[src/rtl/uart_pkg.sv]
// Definitions shared by the SoC UART transmit and receive paths.
package uart_pkg;

  typedef enum logic [1:0] {
    IDLE  = 2'd0,
    START = 2'd1,
    DATA  = 2'd2,
    STOP  = 2'd3
  } rx_state_e;

  localparam int unsigned UART_DEFAULT_DIV = 434;  // 50 MHz / 115200
  localparam logic [31:0] UART_EMPTY_READ  = 32'hFFFF_FFFF;

endpackage

[src/rtl/uart_rx_sync_fifo.sv]
// Generic single-clock FIFO. Pointers carry one extra wrap bit so full and
// empty are distinguishable. Head is presented combinationally.
module uart_rx_sync_fifo #(
  parameter int unsigned WIDTH = 8,
  parameter int unsigned DEPTH = 4
) (
  input  logic             clk,
  input  logic             resetn,
  input  logic             push,
  input  logic [WIDTH-1:0] din,
  input  logic             pop,
  output logic             full,
  output logic             empty,
  output logic [WIDTH-1:0] head
);

  localparam int unsigned AW = $clog2(DEPTH);

  logic [WIDTH-1:0] mem [DEPTH];
  logic [AW:0]      wr_ptr;
  logic [AW:0]      rd_ptr;
  logic             do_push;
  logic             do_pop;

  assign empty = (wr_ptr == rd_ptr);
  assign full  = (wr_ptr[AW] != rd_ptr[AW]) && (wr_ptr[AW-1:0] == rd_ptr[AW-1:0]);
  assign head  = mem[rd_ptr[AW-1:0]];

  // A pop frees the slot the concurrent push writes, so full does not block it.
  assign do_pop  = pop && !empty;
  assign do_push = push && (!full || do_pop);

  // NOTE: sequential state uses non-blocking assignments so every flop samples
  // pre-edge values, independent of statement order.
  always_ff @(posedge clk or negedge resetn) begin
    if (!resetn) begin
      wr_ptr <= '0;
      rd_ptr <= '0;
    end else begin
      if (do_push) wr_ptr <= wr_ptr + 1'b1;
      if (do_pop)  rd_ptr <= rd_ptr + 1'b1;
    end
  end

  // NOTE: storage has no reset; the pointers alone define which entries are valid.
  always_ff @(posedge clk) begin
    if (do_push) mem[wr_ptr[AW-1:0]] <= din;
  end

endmodule

[src/rtl/uart_rx_fifo.sv]
// 8N1 serial receiver with programmable clocks-per-bit divider, receive FIFO
// and sticky framing/overrun flags, exposed as a data/divider register pair.
module uart_rx_fifo
  import uart_pkg::*;
#(
  parameter int unsigned DEFAULT_DIV = UART_DEFAULT_DIV,
  parameter int unsigned FIFO_DEPTH  = 4
) (
  input  logic        clk,
  input  logic        resetn,
  input  logic        ser_rx,
  input  logic        reg_div_we,
  input  logic [31:0] reg_div_di,
  output logic [31:0] reg_div_do,
  input  logic        reg_dat_re,
  output logic [31:0] reg_dat_do,
  output logic        rx_valid,
  input  logic        err_clr,
  output logic        frame_err,
  output logic        overrun_err
);

  rx_state_e   state, state_n;
  logic [31:0] divider;
  logic [31:0] eff_div;
  logic [31:0] half_tick;
  logic [31:0] cnt, cnt_n;
  logic [2:0]  bit_idx, bit_n;
  logic [7:0]  shreg, shreg_n;
  logic        rx_meta, rx_s, rx_d;
  logic        push, frame_set, overrun_set;
  logic        fifo_full, fifo_empty;
  logic [7:0]  fifo_head;

  assign eff_div    = (divider < 32'd2) ? 32'd2 : divider;
  assign half_tick  = (eff_div >> 1) - 32'd1;
  assign reg_div_do = divider;

  always_ff @(posedge clk or negedge resetn) begin
    if (!resetn) begin
      rx_meta <= 1'b1;
      rx_s    <= 1'b1;
      rx_d    <= 1'b1;
    end else begin
      rx_meta <= ser_rx;
      rx_s    <= rx_meta;
      rx_d    <= rx_s;
    end
  end

  // NOTE: every output of this block is defaulted first so no path infers a latch.
  always_comb begin
    state_n     = state;
    cnt_n       = cnt;
    bit_n       = bit_idx;
    shreg_n     = shreg;
    push        = 1'b0;
    frame_set   = 1'b0;
    overrun_set = 1'b0;
    unique case (state)
      IDLE: begin
        if (rx_d && !rx_s) begin
          cnt_n   = '0;
          state_n = START;
        end
      end
      START: begin
        if (cnt == half_tick) begin
          cnt_n   = '0;
          bit_n   = '0;
          state_n = rx_s ? IDLE : DATA;
        end else begin
          cnt_n = cnt + 32'd1;
        end
      end
      DATA: begin
        if (cnt == eff_div - 32'd1) begin
          cnt_n   = '0;
          shreg_n = {rx_s, shreg[7:1]};
          bit_n   = bit_idx + 3'd1;
          if (bit_idx == 3'd7) state_n = STOP;
        end else begin
          cnt_n = cnt + 32'd1;
        end
      end
      STOP: begin
        if (cnt == eff_div - 32'd1) begin
          state_n     = IDLE;
          push        = rx_s;
          frame_set   = !rx_s;
          overrun_set = rx_s && fifo_full && !reg_dat_re;
        end else begin
          cnt_n = cnt + 32'd1;
        end
      end
      default: state_n = IDLE;
    endcase
    // A divider write abandons the current frame silently.
    if (reg_div_we) begin
      state_n     = IDLE;
      push        = 1'b0;
      frame_set   = 1'b0;
      overrun_set = 1'b0;
    end
  end

  always_ff @(posedge clk or negedge resetn) begin
    if (!resetn) begin
      state       <= IDLE;
      cnt         <= '0;
      bit_idx     <= '0;
      shreg       <= '0;
      divider     <= DEFAULT_DIV;
      frame_err   <= 1'b0;
      overrun_err <= 1'b0;
    end else begin
      state   <= state_n;
      cnt     <= cnt_n;
      bit_idx <= bit_n;
      shreg   <= shreg_n;
      if (reg_div_we) divider <= reg_div_di;
      if (frame_set)        frame_err <= 1'b1;
      else if (err_clr)     frame_err <= 1'b0;
      if (overrun_set)      overrun_err <= 1'b1;
      else if (err_clr)     overrun_err <= 1'b0;
    end
  end

  uart_rx_sync_fifo #(
    .WIDTH (8),
    .DEPTH (FIFO_DEPTH)
  ) u_fifo (
    .clk    (clk),
    .resetn (resetn),
    .push   (push),
    .din    (shreg),
    .pop    (reg_dat_re),
    .full   (fifo_full),
    .empty  (fifo_empty),
    .head   (fifo_head)
  );

  assign rx_valid   = !fifo_empty;
  assign reg_dat_do = fifo_empty ? UART_EMPTY_READ : {24'h0, fifo_head};

endmodule

[config.mk]
export PLATFORM = sky130hd
export DESIGN_NAME = uart_rx_fifo
export DESIGN_NICKNAME = d
export VERILOG_FILES = /design/src/rtl/uart_pkg.sv /design/src/rtl/uart_rx_sync_fifo.sv /design/src/rtl/uart_rx_fifo.sv
export SDC_FILE = /design/constraint.sdc
export NUM_CORES = 1
export LEC_CHECK = 0
export ABC_AREA = 1
export ABC_CLOCK_PERIOD_IN_PS = 4700
export BUFFER_PORTS_ARGS = -buffer_cell sky130_fd_sc_hd__buf_2
export CORE_MARGIN = 2
export CORE_UTILIZATION = 59
export DETAILED_ROUTE_END_ITERATION = 16
export PLACE_DENSITY = 0.9
export SETUP_SLACK_MARGIN = 0.05
export SYNTH_ARGS = -nofsm -noshare
export SYNTH_HDL_FRONTEND = slang
export SYNTH_SLANG_ARGS = --single-unit
[constraint.sdc]
create_clock -name clk -period 4.7 [get_ports clk]
set_input_delay 0.47 -clock clk [delete_from_list [all_inputs] [get_ports clk]]
set_output_delay 0.47 -clock clk [all_outputs]
set_load 0.03 [all_outputs]
==> metrics.txt, run 1 <==
worst ir drop on vdd around 260 uV; result of the run completed; sink count of the clock tree 120; number of antenna violations at the first check in global routing 0; number of max-slew violations in the final report 0; switching component of the power between 1.5 and 2 mW; total standard cell area after synthesis approximately 8500 um^2; library cells used by synthesis just over 50; Placed Cells about 1400; most used cells in the layout excluding fill and tap cells sky130_fd_sc_hd__nand2_1 (282), sky130_fd_sc_hd__nor2_1 (139), sky130_fd_sc_hd__buf_2 (103); asr flop ratio synth 73.3%; critical path data required time approximately 5000 ps; Routed wire per std cell about 17 um; clock slew at reported path FFs approximately 60 ps; longest individual stage delay on the worst path about 450 ps; worst slew slack as a fraction of its limit 45.5%; kind of cell with the highest combined delay on the critical path simple AND/OR/NAND/NOR gates; clock tree from TritonCTS yes; post-route minimum period between 4000 and 5000 ps; global-route wire length before repair roughly 38 mm; Cell Chain, Critical Path nor2_1, nand2_1, nor2_1, nand2_1, inv_2, nand2_2, nand2_4, ha_1, nand2_2, nor2_4, nand2_2, nor2_4, nand2_2, nor2_1, xor2_1, nand2_1, nor2_1, nand2_1, nor2_2, nand3_2, o21bai_4, nor2_1, nand3b_1, nand2_1; HP Class input pin to async pin; launching element type of the critical path register; Post-Synthesis Cells between 1000 and 1500; CP max stage cell sky130_fd_sc_hd__dfrtp_1; DRC 0; buffers from clock root to sink, at most 2; CTS H-Tree Depth 4; final estimated routing congestion in global placement approximately 1.1; launch point of the worst path reg_div_do[28]$_DFFE_PN0P_; Synth-to-Final Area Change 13.3%; count of inserted antenna diode cells 0; clock network fraction of design power about a third; share of Yosys cell area claimed by the top area cell type between 20% and 30%; most crowded layer after global routing met2; die span in y roughly 120 um; CP Data Arrival Time around 4600 ps; Fmax achieved around 0.23 GHz; Top Ports about 110; routed via count divided by cell count roughly 5.8; met2 track utilization from global routing 51.4%; CP endpoint kind register; internal power consumption 2.34 mW; most frequent standard cell in the layout excluding fill and tap cells sky130_fd_sc_hd__nand2_1; EDFF count, synth 32; post-route insts no fill 1394; FILL cells 1139; Clock Tree Root sky130_fd_sc_hd__clkbuf_16; Buffers & Inverters on Critical Path 1; die width ~120 um; transition time of the tightest slew-check pin between 800 and 900 ps; placement row count 43; placed wire-length estimate between 15 and 20 mm; switching share of total power a little over 40%; part of the power in registers 31.4%; first drt pass iteration count 6; met1 capacity usage during global routing 42.8%; worst r2r src reg_div_do[28]$_DFFE_PN0P_; portion of the post-synthesis area used by sequential elements 37.3%; post-synth top area cell sky130_fd_sc_hd__dfrtp_1; kind of critical path register to register; pwr dens approximately 400 nW/um^2; die outline area roughly 15000 um^2; Finish-stage setup viols 0; overall track demand over capacity in global routing between 30% and 40%; Util after Layout about 69%; net count after synthesis around 1200; total congestion overflow 0; fraction of layout cells with a size suffix above 1 17.2%; Hold Vio Cnt, Final 0; most area-consuming cells after synthesis sky130_fd_sc_hd__dfrtp_1 (24%), sky130_fd_sc_hd__nand2_1 (12%), sky130_fd_sc_hd__edfxtp_1 (11%), sky130_fd_sc_hd__xor2_1 (9.0%), sky130_fd_sc_hd__nor2_1 (6.2%); number of register bits inferred by synthesis 120; number of vias after detailed routing 8053; max-cap check violation count 0; warnings from Yosys 0; via count of the first global-routing pass ~7600; nets@finish 1254; clock latency reported for the late side of the worst-skew pair roughly 430 ps; most common flop cell mapped by yosys sky130_fd_sc_hd__dfrtp_1; clock skew after layout just over 10 ps; Final TNS setup 0 ps; initial detailed-routing violation count 798; largest driver fanout on the critical path 14; hold-fix buffer count after cts 0; initial core utilization 60.7%; total core area ~14000 um^2; routed wire length about 24 mm; met3 usage just under 7%; Logic pwr share 34.0%; Port Buffers ~100; remaining antenna violation count after routing 0; number of CTS-inserted buffers 17; RSZ-0062 raised after global routing false; pin count of the biggest net entering global routing 47; post-route fraction of the period consumed by the critical path about 92%; syn avg cell area between 7 and 8 um^2; Leak Pwr 4.65 nW
-- cell families (layout without fill, tap and decap cells) --
family,after synthesis,count (layout),share of synthesized area (%)
DFF,120,120,37.3
adders and majority gates,15,15,2.21
buffers and inverters,175,263,9.20
AOI/OAI and AO/OA,89,89,6.17
and+or+nand+nor,594,594,30.8
xor gates and xnor gates,117,117,12.2
muxes,16,16,2.00
-- worst register-to-register path: stages, from the launching register on --
cell,delay [ps]
sky130_fd_sc_hd__dfrtp_1,450
sky130_fd_sc_hd__nor2_1,240
sky130_fd_sc_hd__nand2_1,100
sky130_fd_sc_hd__nor2_1,150
sky130_fd_sc_hd__nand2_1,170
sky130_fd_sc_hd__inv_2,90
sky130_fd_sc_hd__nand2_2,70
sky130_fd_sc_hd__nand2_4,160
sky130_fd_sc_hd__ha_1,260
sky130_fd_sc_hd__nand2_2,120
sky130_fd_sc_hd__nor2_4,160
sky130_fd_sc_hd__nand2_2,120
sky130_fd_sc_hd__nor2_4,160
sky130_fd_sc_hd__nand2_2,90
sky130_fd_sc_hd__nor2_1,130
sky130_fd_sc_hd__xor2_1,300
sky130_fd_sc_hd__nand2_1,100
sky130_fd_sc_hd__nor2_1,110
sky130_fd_sc_hd__nand2_1,80
sky130_fd_sc_hd__nor2_2,170
sky130_fd_sc_hd__nand3_2,150
sky130_fd_sc_hd__o21bai_4,300
sky130_fd_sc_hd__nor2_1,260
sky130_fd_sc_hd__nand3b_1,210
sky130_fd_sc_hd__nand2_1,60
-- path summary, 6_finish.rpt --
check | end | slack, ps | cells past startpoint
hold reg to reg | rx_s$_DFF_PN1_ | 360 | 0
min in group clk | rx_meta$_DFF_PN1_ | 140 | 1
hold / removal | reg_div_do[17]$_DFFE_PN0P_ | 30 | 1
setup reg to reg | cnt[3]$_DFFE_PN0P_ | 390 | 24
max in group asynchronous | cnt[7]$_DFFE_PN0P_ | 3660 | 2
setup / recovery | cnt[3]$_DFFE_PN0P_ | 390 | 24
-- flip-flops by register name, indices dropped and copies added (netlist names) --
signal,cells
cnt,32
reg_div_do,32
u_fifo.mem,32
shreg,8
bit_idx,3
u_fifo.rd_ptr,3
u_fifo.wr_ptr,3
state,2
frame_err,1
overrun_err,1
rx_d,1
rx_meta,1
rx_s,1
-- metrics by stage --
stage	hold slack (ps)	worst slack (ps)	cell area [um^2]	power, mW
final	31.8	389	9630	3.94
after global routing	76.4	74.3	9630	4.12
after CTS	41.2	295	9600	3.90
after detailed placement	349	316	8980	2.54
after global placement	349	459	8980	2.51
after floorplan	174	771	8500	2.29
-- cells in the mapped netlist, drive strengths merged, types with 2 or more instances --
library cell,instances
nand2,289
nor2,152
inv,104
xor2,87
dfrtp,80
nand3,79
o21ai,54
buf,38
edfxtp,32
clkbuf,30
xnor2,29
nand4,26
nor3,17
ha,15
a21oi,13
nand3b,13
dfstp,8
mux2,8
mux2i,8
o221ai,8
nor4,6
or2,6
clkinv,3
nor3b,3
o21bai,3
o211ai,2
o22ai,2
o32ai,2
-- final cells by class --
cell class / count / area, um^2 / share of cell area (%)
repair buffers: 124 / 673 / 6.99
flip-flops and latches: 120 / 3170 / 32.9
well taps: 180 / 225 / 2.34
inverters: 107 / 404 / 4.20
multi-input cells: 831 / 4540 / 47.2
clock buffers: 19 / 454 / 4.72
clock inverters: 13 / 156 / 1.62
-- layer usage --
layer	vias up	share of wire (%)
met5	-	0
met4	0	4.7
met2	492	45
met1	3714	41
li1	3750	-
met3	97	9.3
-- power by group through the flow --
stage	clock network (mW)	logic, mW	registers (mW)
floorplan	0	1.05	1.25
global placement	0	1.26	1.24
detailed placement	0	1.29	1.25
CTS	1.37	1.30	1.23
global route	1.41	1.46	1.24
finish	1.36	1.34	1.24
-- what timing repair did --
item,4_1_cts,5_1_grt
setup endpoints to repair,0,40
buffers inserted,0,4
gates resized for setup,0,3
hold endpoints to repair,0,0
(Power assumes the default switching activity.)
==> run 2, diff against run 1 <==
==> constraint.sdc (replaced) <==
create_clock -name clk -period 4.7 [get_ports clk]
set_input_delay 0.235 -clock clk [delete_from_list [all_inputs] [get_ports clk]]
set_output_delay 0.235 -clock clk [all_outputs]
set_load 0.03 [all_outputs]
==> metrics.txt, run 2 (synthesized netlist as in run 1, its figures left out) <==
number of antenna violations at the first check in global routing 0 (unchanged); Fmax achieved 0.232 GHz (about the same); FILL cells 1115 (was 1139); minimum setup slack after placement 305 ps (was 316 ps); post-route fraction of the period consumed by the critical path 91.6% (was 91.7%); remaining antenna violation count after routing 0 (unchanged); most frequent cell on the critical path sky130_fd_sc_hd__nand2_1; die outline area 15400 um^2 (unchanged); nets@finish 1264 (was 1254); CTS H-Tree Depth 4 (unchanged); launch point of the worst hold path reg_div_di[24]; CP endpoint kind register (unchanged); sink count of the clock tree 120 (unchanged); launch point of the worst path reg_div_do[8]$_DFFE_PN1P_ (was reg_div_do[28]$_DFFE_PN0P_); CP Data Arrival Time 4630 ps (about the same); clock latency reported for the late side of the worst-skew pair 430 ps (about the same); most frequent standard cell in the layout excluding fill and tap cells sky130_fd_sc_hd__nand2_1 (unchanged); placed wire-length estimate 17.6 mm (was 17.7 mm); number of max-slew violations in the final report 0 (unchanged); FF/Latch Area 3170 um^2 (unchanged); worst r2r src reg_div_do[8]$_DFFE_PN1P_ (was reg_div_do[28]$_DFFE_PN0P_); clock tree from TritonCTS yes (unchanged); Leak Pwr 4.67 nW (was 4.65 nW); final estimated routing congestion in global placement 1.07 (about the same); die span in y 124 um (unchanged); buffers from clock root to sink, at most 2 (unchanged); transition time of the tightest slew-check pin 817 ps (was 815 ps); clock skew after layout 8.76 ps (was 10.3 ps); Buffers & Inverters on Critical Path 2 (was 1); post-route insts no fill 1404 (was 1394); number of vias after detailed routing 8131 (was 8053); longest individual stage delay on the worst path 610 ps (was 450 ps); max-cap check violation count 0 (unchanged); worst path setup slack after routing 394 ps (was 389 ps); Util after Layout 69.3% (was 68.8%); HP Class input pin to register (was input pin to async pin); result of the run completed (unchanged); Final TNS setup 0 ps (unchanged); die width 124 um (unchanged); critical path data required time 5020 ps (about the same); footprint of the multi-input gates 4550 um^2 (was 4540 um^2); DRC 0 (unchanged); RSZ-0062 raised after global routing false (unchanged); overall track demand over capacity in global routing 32.9% (was 32.7%); global-route wire length before repair 38.5 mm (was 38.1 mm); fraction of layout cells with a size suffix above 1 17.2% (about the same); post-route minimum period 4310 ps (about the same); Clock Tree Root sky130_fd_sc_hd__clkbuf_16 (unchanged); via count of the first global-routing pass 7743 (was 7604); Synth-to-Final Area Change 14.1% (was 13.3%); Finish-stage setup viols 0 (unchanged); worst hold margin 15.0 ps (was 31.8 ps); placement row count 43 (unchanged); Top Ports 105 (unchanged); total core area 14000 um^2 (unchanged); worst slew slack as a fraction of its limit 45.4% (was 45.5%); Cell Chain, Critical Path nor2_2, nand2_1, nor2_4, nand2_2, nor2_1, nor2_1, ha_1, nand3_2, nor2_2, nand2_1, nor3_1, nand2_1, xor2_1, nand2_1, nor2_1, nand2_1, nor2_2, nand3_2, o21bai_4, buf_12, buf_4, nor3_1, nand2_1, nand2_1 (was nor2_1, nand2_1, nor2_1, nand2_1, inv_2, nand2_2, nand2_4, ha_1, nand2_2, nor2_4, nand2_2, nor2_4, nand2_2, nor2_1, xor2_1, nand2_1, nor2_1, nand2_1, nor2_2, nand3_2, o21bai_4, nor2_1, nand3b_1, nand2_1); clock slew at reported path FFs 60 ps (about the same); worst ir drop on vdd 304 uV (was 262 uV); first drt pass iteration count 6 (unchanged); number of CTS-inserted buffers 17 (unchanged); routed via count divided by cell count 5.79 (was 5.78); Placed Cells 1358 (unchanged); pwr dens 396 nW/um^2 (was 409 nW/um^2); initial detailed-routing violation count 862 (was 798); pin count of the biggest net entering global routing 50 (was 47); most used cells in the layout excluding fill and tap cells sky130_fd_sc_hd__nand2_1 (282), sky130_fd_sc_hd__nor2_1 (139), sky130_fd_sc_hd__buf_2 (103) (unchanged); kind of cell with the highest combined delay on the critical path simple AND/OR/NAND/NOR gates (unchanged); initial core utilization 60.7% (unchanged); count of inserted antenna diode cells 0 (unchanged); total congestion overflow 0 (unchanged); routed wire length 24.2 mm (was 24.0 mm); Port Buffers 104 (unchanged); Routed wire per std cell 17.2 um (about the same); largest driver fanout on the critical path 12 (was 14); kind of critical path register to register (unchanged); Hold Vio Cnt, Final 0 (unchanged); launching element type of the critical path register (unchanged); CP max stage cell sky130_fd_sc_hd__dfstp_2 (was sky130_fd_sc_hd__dfrtp_1)
==> run 2: path summary, 6_finish.rpt <==
kind,endpoint,slack (ps),cells after the start
max in group asynchronous,cnt[7]$_DFFE_PN0P_,3320,3
min in group asynchronous,reg_div_do[20]$_DFFE_PN0P_,340,2
hold reg to reg,rx_s$_DFF_PN1_,350,0
setup reg to reg,cnt[4]$_DFFE_PN0P_,390,24
setup / recovery,cnt[4]$_DFFE_PN0P_,390,24
hold / removal,reg_div_do[24]$_DFFE_PN0P_,20,3
==> run 2: layer usage <==
layer  wire length (um)  vias to the layer above  global-route usage (%)
met3               2040                       94                    7.37
met2              11100                      514                    52.1
li1                   -                     3770                       -
met4               1060                        0                    16.0
met1              10000                     3753                    42.8
met5                  0                        -                       0
==> run 2: what timing repair did <==
| action | 4_1_cts | 5_1_grt |
|---|---|---|
| hold endpoints to repair | 42 | 0 |
| resized for setup | 0 | 4 |
| hold buffers | 9 | 0 |
| buffers inserted | 0 | 5 |
| endpoints found under the setup margin | 0 | 40 |
==> run 2: area by class of cell <==
class,count,share of cell area [%]
inverter,107,4.17
timing repair buffer,134,8.08
sequential,120,32.7
tap,180,2.32
multi-input combinational,831,46.9
clock inverter,15,1.36
clock buffer,17,4.39
==> run 2: stage by stage <==
step | power (mW) | cell area [um^2]
6_report | 3.84 | 9690
5_1_grt | 4.03 | 9690
4_1_cts | 3.79 | 9630
3_5_place_dp | 2.54 | 8980
3_3_place_gp | 2.51 | 8980
2_1_floorplan | 2.29 | 8500
==> run 2: power by group <==
| group | total (mW) | internal, mW | switching, mW |
|---|---|---|---|
| clock | 1.23 | 0.692 | 0.543 |
| sequential | 1.23 | 1.12 | 0.112 |
| combinational | 1.37 | 0.408 | 0.958 |
==> run 2: tightest hold or removal path: stages <==
cell                      delay (ps)
sky130_fd_sc_hd__buf_2            70
sky130_fd_sc_hd__nand2_1          40
sky130_fd_sc_hd__nand2_1          50
==> run 3, diff against run 2 <==
--- a/config.mk
+++ b/config.mk
@@ -10,8 +10,10 @@
 export BUFFER_PORTS_ARGS = -buffer_cell sky130_fd_sc_hd__buf_2
 export CORE_MARGIN = 2
 export CORE_UTILIZATION = 59
+export CTS_CLUSTER_SIZE = 10
 export DETAILED_ROUTE_END_ITERATION = 16
 export PLACE_DENSITY = 0.9
+export RECOVER_POWER = 25
 export SETUP_SLACK_MARGIN = 0.05
 export SYNTH_ARGS = -nofsm -noshare
 export SYNTH_HDL_FRONTEND = slang
==> metrics.txt, run 3 (synthesized netlist as in run 1, its figures left out) <==
result of the run finished, violations left (was completed); violated checks capacitance limit, slew limit; number of antenna violations at the first check in global routing 0 (unchanged); Reg2Reg Setup Slack 390 ps (about the same); placed wire-length estimate 17.6 mm (unchanged); CP Data Arrival Time 4630 ps (about the same); overall track demand over capacity in global routing 32.9% (unchanged); die width 124 um (unchanged); most used cells in the layout excluding fill and tap cells sky130_fd_sc_hd__nand2_1 (282), sky130_fd_sc_hd__nor2_1 (139), sky130_fd_sc_hd__buf_2 (103) (unchanged); Tot Pwr 3.83 mW (was 3.84 mW); max-cap check violation count 1 (was 0); path depth of the worst reg2reg path 24 (unchanged); die span in y 124 um (unchanged); die outline area 15400 um^2 (unchanged); total core area 14000 um^2 (unchanged); via count of the first global-routing pass 7743 (unchanged); total congestion overflow 0 (unchanged); worst slew slack as a fraction of its limit -47.2% (was 45.4%); first drt pass iteration count 6 (unchanged); endpoint of the lowest-slack register-to-register path cnt[4]$_DFFE_PN0P_ (unchanged); pin count of the biggest net entering global routing 50 (unchanged); fraction of layout cells with a size suffix above 1 17.1% (was 17.2%); global-route wire length before repair 38.5 mm (unchanged); remaining antenna violation count after routing 0 (unchanged); Hold Vio Cnt, Final 0 (unchanged); Clock Tree Root sky130_fd_sc_hd__clkbuf_16 (unchanged); nets@finish 1264 (unchanged); number of CTS-inserted buffers 17 (unchanged); HP Class input pin to register (unchanged); initial core utilization 60.7% (unchanged); Finish-stage setup viols 0 (unchanged); Top Ports 105 (unchanged); CTS H-Tree Depth 4 (unchanged); critical path data required time 5020 ps (about the same); CP endpoint kind register (unchanged); clock latency reported for the late side of the worst-skew pair 430 ps (about the same); number of vias after detailed routing 8116 (was 8131); post-route minimum period 4310 ps (about the same); buffers from clock root to sink, at most 2 (unchanged); worst ir drop on vdd 304 uV (about the same); final estimated routing congestion in global placement 1.07 (unchanged); Fmax achieved 0.232 GHz (about the same); clock skew after layout 8.57 ps (was 8.76 ps); largest driver fanout on the critical path 12 (unchanged); most frequent standard cell in the layout excluding fill and tap cells sky130_fd_sc_hd__nand2_1 (unchanged); count of inserted antenna diode cells 0 (unchanged); kind of critical path register to register (unchanged); Port Buffers 104 (unchanged); initial detailed-routing violation count 862 (unchanged); routed via count divided by cell count 5.78 (was 5.79); transition time of the tightest slew-check pin 2210 ps (was 817 ps); hold worst-path end reg_div_do[24]$_DFFE_PN0P_ (unchanged); Routed wire per std cell 17.2 um (about the same); Synth-to-Final Area Change 14.0% (was 14.1%); Leak Pwr 4.66 nW (was 4.67 nW); routed wire length 24.2 mm (about the same); Worst Hold Depth 3 (unchanged); DRC 0 (unchanged); placement row count 43 (unchanged); clock slew at reported path FFs 60 ps (about the same); worst r2r src reg_div_do[8]$_DFFE_PN1P_ (unchanged); pwr dens 396 nW/um^2 (about the same); post-route fraction of the period consumed by the critical path 91.7% (was 91.6%); launching element type of the critical path register (unchanged); sink count of the clock tree 120 (unchanged); Final TNS setup 0 ps (unchanged); RSZ-0062 raised after global routing false (unchanged); launch point of the worst hold path reg_div_di[24] (unchanged); clock tree from TritonCTS yes (unchanged); number of max-slew violations in the final report 41 (was 0)
run 3: worst max path at each step:
stage,from,endpoint,depth (start not counted)
after CTS,reg_div_do[8]$_DFFE_PN1P_,cnt[11]$_DFFE_PN0P_,22
after detailed placement,reg_div_do[8]$_DFFE_PN1P_,u_fifo.mem[0][3]$_DFFE_PP_,18
after global placement,reg_div_do[8]$_DFFE_PN1P_,cnt[20]$_DFFE_PN0P_,22
after floorplan,reg_div_do[13]$_DFFE_PN0P_,u_fifo.mem[0][0]$_DFFE_PP_,20
final,reg_div_do[8]$_DFFE_PN1P_,cnt[4]$_DFFE_PN0P_,24
after global routing,reg_div_do[8]$_DFFE_PN1P_,u_fifo.mem[3][0]$_DFFE_PP_,19
run 3: per-layer routing:
layer / GRT usage [%] / share of wire (%) / vias to the layer above
met3: 7.37 / 8.6 / 90
li1: - / - / 3768
met1: 42.8 / 41 / 3747
met4: 16.0 / 4.3 / 0
met5: 0 / 0 / -
met2: 52.1 / 46 / 511
run 3: cell type report:
cell class,instances,area [um^2]
well taps,180,225
repair buffers,134,779
clock inverters,15,131
flip-flops and latches,120,3170
fillers,1117,4300
inverters,107,404
clock buffers,17,425
multi-input cells,831,4550
run 3: through the flow:
| stage | instances | instance area (um^2) | setup slack [ps] | util (%) | hold WS [ps] |
|---|---|---|---|---|---|
| after global routing | 1404 | 9690 | 115 | 69.3 | 15.3 |
| after floorplan | 1126 | 8500 | 771 | - | -60.6 |
| after global placement | 1358 | 8980 | 465 | 64.2 | 233 |
| after CTS | 1399 | 9630 | 295 | 68.9 | 0.367 |
| final | 1404 | 9690 | 392 | 69.3 | 15.7 |
| after detailed placement | 1358 | 8980 | 305 | 64.2 | 236 |
run 3: worst max-delay path, cell delays in order (launching register included):
cell,delay [ps]
sky130_fd_sc_hd__dfstp_2,610
sky130_fd_sc_hd__nor2_2,80
sky130_fd_sc_hd__nand2_1,150
sky130_fd_sc_hd__nor2_4,90
sky130_fd_sc_hd__nand2_2,70
sky130_fd_sc_hd__nor2_1,60
sky130_fd_sc_hd__nor2_1,140
sky130_fd_sc_hd__ha_1,270
sky130_fd_sc_hd__nand3_2,170
sky130_fd_sc_hd__nor2_2,270
sky130_fd_sc_hd__nand2_1,200
sky130_fd_sc_hd__nor3_1,280
sky130_fd_sc_hd__nand2_1,110
sky130_fd_sc_hd__xor2_1,290
sky130_fd_sc_hd__nand2_1,110
sky130_fd_sc_hd__nor2_1,140
sky130_fd_sc_hd__nand2_1,70
sky130_fd_sc_hd__nor2_2,160
sky130_fd_sc_hd__nand3_2,150
sky130_fd_sc_hd__o21bai_4,230
sky130_fd_sc_hd__buf_12,140
sky130_fd_sc_hd__buf_4,200
sky130_fd_sc_hd__nor3_1,70
sky130_fd_sc_hd__nand2_1,90
sky130_fd_sc_hd__nand2_1,50
run 3: power breakdown:
group	internal (mW)	switching, mW	total [mW]
sequential	1.12	0.112	1.23
clock	0.692	0.541	1.23
combinational	0.408	0.959	1.37
total	2.22	1.61	3.83
run 3: timing repair:
item                       CTS  global route
gates resized for setup      0             4
hold endpoints to repair    42             0
hold buffers                 9             0
setup endpoints to repair    0            40
setup buffers                0             5
